`src/rtl/temporizador_prog_pkg.sv`:
```
// Shared definitions for the programmable interval timer.
// Callers use CLK_HZ to convert seconds into tick periods.
package temporizador_prog_pkg;

  typedef enum logic {
    ST_IDLE  = 1'b0,
    ST_COUNT = 1'b1
  } state_t;

  localparam int unsigned CLK_HZ = 50_000_000;

endpackage

```
`src/rtl/temporizador_prog_tick_gen.sv`:
```
// Prescaler: one tick every PRESC enabled clocks.
// With PRESC==1 the counter stays at 0 and tick follows en.
module temporizador_prog_tick_gen #(
  parameter int PRESC = 1,
  parameter int PW    = 1
) (
  input  logic clk,
  input  logic rst,
  input  logic clr,
  input  logic en,
  output logic tick
);

  localparam logic [PW-1:0] LAST = PW'(PRESC - 1);

  logic [PW-1:0] presc;

  assign tick = en && (presc == LAST);

  always_ff @(posedge clk or posedge rst) begin
    if (rst) begin
      presc <= '0;
    end else if (clr || tick) begin
      presc <= '0;
    end else if (en) begin
      presc <= presc + 1'b1;
    end
  end

endmodule

```
`src/rtl/temporizador_prog.sv`:
```
// Programmable prescaled interval timer, one-shot or auto-reload.
// Priority each clock: stop, then start, then tick.
module temporizador_prog
  import temporizador_prog_pkg::*;
#(
  parameter int W      = 26,
  parameter int PRESC  = 1,
  parameter int RETRIG = 0
) (
  input  logic         clk,
  input  logic         rst,
  input  logic         init,
  input  logic         stop,
  input  logic         periodic,
  input  logic [W-1:0] period,
  output logic         out,
  output logic         done,
  output logic [W-1:0] count
);

  localparam int PW = (PRESC > 1) ? $clog2(PRESC) : 1;
  localparam bit RT = (RETRIG != 0);

  state_t       state;
  logic [W-1:0] period_q;
  logic         periodic_q;
  logic         tick;
  logic         start;

  assign start = init && !stop
              && ((state == ST_IDLE) || RT);

  temporizador_prog_tick_gen #(
    .PRESC(PRESC),
    .PW   (PW)
  ) u_tick (
    .clk (clk),
    .rst (rst),
    .clr (stop || start),
    .en  (state == ST_COUNT),
    .tick(tick)
  );

  always_ff @(posedge clk or posedge rst) begin
    if (rst) begin
      state      <= ST_IDLE;
      out        <= 1'b0;
      done       <= 1'b0;
      count      <= '0;
      period_q   <= '0;
      periodic_q <= 1'b0;
    end else begin
      done <= 1'b0;
      if (stop) begin
        state <= ST_IDLE;
        out   <= 1'b0;
        count <= '0;
      end else if (start) begin
        count <= '0;
        if (period != '0) begin
          period_q   <= period;
          periodic_q <= periodic;
          state      <= ST_COUNT;
          out        <= 1'b1;
        end else begin
          done  <= 1'b1;
          state <= ST_IDLE;
          out   <= 1'b0;
        end
      end else if (tick) begin
        // terminal compare first, so count never wraps
        if (count == period_q - 1'b1) begin
          done  <= 1'b1;
          count <= '0;
          if (!periodic_q) begin
            state <= ST_IDLE;
            out   <= 1'b0;
          end
        end else begin
          count <= count + 1'b1;
        end
      end
    end
  end

endmodule

```
`config.mk`:
```
export PLATFORM = sky130hd
export DESIGN_NAME = temporizador_prog
export DESIGN_NICKNAME = d
export VERILOG_FILES = /design/src/rtl/temporizador_prog_pkg.sv /design/src/rtl/temporizador_prog_tick_gen.sv /design/src/rtl/temporizador_prog.sv
export SDC_FILE = /design/constraint.sdc
export NUM_CORES = 1
export LEC_CHECK = 0
export BUFFER_PORTS_ARGS = -buffer_cell sky130_fd_sc_hd__buf_2
export CORE_ASPECT_RATIO = 0.9
export CORE_MARGIN = 3
export CORE_UTILIZATION = 38
export CTS_BUF_LIST = sky130_fd_sc_hd__clkbuf_4 sky130_fd_sc_hd__clkbuf_8 sky130_fd_sc_hd__clkbuf_16
export CTS_CLUSTER_DIAMETER = 80
export DETAILED_ROUTE_END_ITERATION = 16
export GPL_TIMING_DRIVEN = 0
export REMOVE_ABC_BUFFERS = 1
export SYNTH_ARGS = -nofsm -noshare
export SYNTH_HDL_FRONTEND = slang
export SYNTH_SLANG_ARGS = --single-unit
```
`constraint.sdc`:
```
create_clock -name clk -period 2.85 [get_ports clk]
set_clock_uncertainty 0.05 [all_clocks]
set_input_delay 0.4275 -clock clk [delete_from_list [all_inputs] [get_ports clk]]
set_output_delay 0.4275 -clock clk [all_outputs]
set_load 0.02 [all_outputs]
```
==> results.py <==
metrics = {
    "floorplanning": {
        "coreArea_sq_um": 9910,
        "rows": 34,
        "die_w_um": 114,
        "die_y_um": 103,
        "initial_core_util": 0.400,
        "io_pins": 59,
        "die_area_sq_um": 11700,
    },
    "routing": {
        "drt_pre_antenna_iters": 5,
        "num_vias": 3854,
        "wl_per_cell_um": 19.9,
        "initialDrtViolationCount": 288,
        "ant_nets": 0,
        "vias_per_cell": 6.01,
        "drc_errors": 0,
        "routed_wl_mm": 12.7,
    },
    "logic_synthesis": {
        "synth_compound_area_frac": 0.169,
        "synth_fa_ha_area_frac": 0.00631,
        "avgSynthCellArea_sq_um": 9.24,
        "synthCells": 429,
        "yosys_warnings": 0,
        "synth-edff-count": 0,
        "ys_types": 64,
        "ys_seq_area_frac": 0.353,
        "ys_async_sr_fraction": 1.00,
        "synth-xor-area-share": 0.0795,
        "synthMuxAreaShare": 0.0792,
        "synth_ff_type": "dfrtp_1",
        "netlist_area_sq_um": 3970,
        "ys_seq_elements": 56,
        "synth_top_family_by_area": "simple AND/OR/NAND/NOR gates",
        "synthSimpleGateAreaFrac": 0.263,
    },
    "timing": {
        "finalMaxSlewViolations": 0,
        "max_freq_mhz": 337,
        "fin_crit_sh": 1.04,
        "post-route-min-period_ns": 2.97,
        "tightest_slew_ns": 0.939,
        "setup_viol": 28,
        "rsz0062_at_grt": "true",
        "fin_ws_ns": -0.119,
        "slew_headroom": 0.371,
        "final-hold-violation-count": 0,
    },
    "power_and_ir_drop": {
        "peakVddDrop_uv": 313,
        "p_leak_uw": 0.00226,
        "p_per_area_nw_per_um2": 484,
    },
    "run_status": {
        "failed_checks": "negative setup slack",
        "outcome": "complete, but fails checks",
    },
    "clock_tree": {
        "cts-htree-levels": 2,
        "cts_root_buf": "clkbuf_16",
        "max-clock-path-buffers": 2,
        "clock_sinks": 56,
        "postCtsHoldBufs": 0,
        "clock_latency_ns": 0.30,
        "numCtsBuffers": 5,
        "clk_pin_slew_ns": 0.08,
        "cts_tree": "built",
    },
    "critical_path": {
        "cp.depth": 10,
        "end_kind": "flip-flop",
        "cp-startpoint": "period_q[6]",
        "crit_path_max_incr_delay_ns": 0.56,
        "path_cells": "or4_4 -> nor4_4 -> buf_4 -> xnor2_2 -> mux2i_4 -> nor3_4 -> nand3_4 -> buf_8 -> a221oi_4 -> o41ai_2",
        "cp.required_ns": 2.98,
        "path_delay_family": "simple AND/OR/NAND/NOR gates",
        "setup.worst_path.class": "flip-flop to flip-flop",
        "path_buf_inv": 2,
        "cp.arrival_ns": 3.10,
        "r2r-start": "period_q[6]",
        "critPathLaunchType": "flip-flop",
        "crit_fanout": 6,
        "crit_end": "count[21]",
        "rrSetupSlack_ns": -0.12,
        "crit_slowest_cell": "or4_4",
        "r2r_end": "count[21]",
        "reg2reg_depth": 10,
    },
    "grt": {
        "grt_max_degree": 31,
        "grt_overflow": 0,
        "grt_pass1_wl_mm": 19.9,
        "grtUsageTotal": 0.213,
        "antenna_found_initial": 0,
        "grt_pass1_vias": 3764,
    },
    "placement": {
        "dp_hpwl_mm": 8.18,
        "postPlaceCellArea_sq_um": 4370,
        "io_buffers": 58,
        "gp_congestion": 0.854,
    },
    "layout": {
        "nets": 547,
        "num_antenna_cells": 0,
        "n_fill_cell": 867,
        "drive_above_1_share": 0.449,
        "areaGrowthSynthToFinish_pct": 36.0,
        "postLayoutCoreUtil": 0.544,
        "final_area_sq_um": 5390,
    },
    "job": {
        "maxCapViolCount": 0,
    },
    "worst_hold_path": {
        "hold_class": "input port to async pin",
    },
}
## worst min-delay path by stage
stage               depth (start not counted)      endpoint
floorplan                                   1  u_tick.presc
detailed placement                          1    periodic_q
CTS                                         2  period_q[23]
global placement                            1  u_tick.presc
finish                                      2  period_q[23]
global route                                2  period_q[20]
## timing repair
item,in CTS,in global routing
cloned,1,0
buffers inserted,30,12
resized for setup,53,48
pin swaps,20,17
hold endpoints to repair,0,0
endpoints found under the setup margin,28,28
## placed cells by master (no fill, tap or decap), types with 7 or more instances in the layout
master	netlist	routed
and3_1	10	10
buf_2	4	58
buf_4	0	33
buf_6	3	8
dfrtp_1	56	42
dfrtp_2	0	14
inv_1	17	15
mux2_2	27	27
nand2_1	36	36
nand3_1	29	26
nand4_1	8	8
nor2_1	30	27
nor4_1	15	11
o211ai_1	7	7
o21ai_0	9	7
xnor2_1	28	25
xor2_1	8	8
## final cells by class
type,instances,area (sq um),share of cell area
well taps,126,158,0.0292
flip-flops and latches,56,1420,0.263
inverters,17,63.8,0.0118
clock buffers,5,125,0.0232
repair buffers,105,746,0.138
clock inverters,3,42.5,0.00789
multi-input cells,329,2840,0.526
## metal layers
| layer | part of all wire | vias up | routed length (um) | track usage |
|---|---|---|---|---|
| met4 | 0.0080 | 0 | 102 | 0.0508 |
| met1 | 0.45 | 1940 | 5720 | 0.297 |
| met5 | 0 | - | 0 | 0 |
| li1 | - | 1795 | - | - |
| met2 | 0.50 | 107 | 6320 | 0.348 |
| met3 | 0.047 | 12 | 592 | 0.0352 |
## worst reg2reg max path, cell delays in order, from the launching register on
cell and delay, ns:
dfrtp_2 0.47, or4_4 0.56, nor4_4 0.37, buf_4 0.18, xnor2_2 0.12, mux2i_4 0.11, nor3_4 0.30, nand3_4 0.13
buf_8 0.17, a221oi_4 0.27, o41ai_2 0.11
## power breakdown
group	internal, uW	switching, uW	leakage [uW]
Clock	414	316	0.0000798
Combinational	403	448	0.00147
Sequential	888	139	0.000706
## cells by family after synthesis
kind of cell	after synthesis
flip-flops	56
XOR/XNOR	36
multiplexers	28
AND/OR/NAND/NOR	184
buffers and inverters	45
adder cells (fa/ha/maj)	2
AO/OA/AOI/OAI	78
## stage by stage
stage                     std cells  setup slack [ns]  setup TNS, ns  total power [uW]  hold WS (ns)
after detailed placement        590             -1.02         -25.11              1600         0.446
after global placement          585            -0.907         -44.01              1560         0.440
after CTS                       629           -0.0670         -0.524              2500         0.216
final                           641            -0.119          -1.74              2610         0.183
after floorplan                 401            -0.258          -3.56              1400         0.417
after global routing            641            -0.221          -4.43              2710         0.241
## cell usage after synthesis (all sizes together), types with 2 or more instances
cell | instances | area (sq um)
a41oi | 3 | 26.3
and3 | 10 | 62.6
clkbuf | 18 | 67.6
nor2 | 30 | 113
o21ai | 14 | 81.3
nor4b | 2 | 32.5
o311ai | 4 | 35.0
mux2 | 27 | 304
o21a | 2 | 15.0
and4 | 8 | 70.1
or3 | 6 | 42.5
or4 | 6 | 52.6
a21oi | 3 | 15.0
o41ai | 7 | 68.8
and4b | 2 | 20.0
a221oi | 9 | 123
a211oi | 2 | 15.0
xor2 | 8 | 70.1
nor4 | 17 | 119
dfrtp | 56 | 1400
or2 | 6 | 37.5
o211ai | 7 | 52.6
nand2b | 3 | 18.8
buf | 10 | 65.1
nor3 | 12 | 70.1
nand4 | 9 | 62.6
ha | 2 | 25.0
o2111a | 2 | 22.5
o31ai | 9 | 67.6
inv | 17 | 63.8
and2 | 2 | 12.5
nand3 | 29 | 145
nand2 | 36 | 135
xnor2 | 28 | 245
o2111ai | 6 | 52.6
## registers in the layout, indices dropped and copies added, names as in the netlist
register	count
state	1
periodic_q	1
period_q	26
count	26
done	1
u_tick.presc	1
Power figures use the tool's default switching activity.
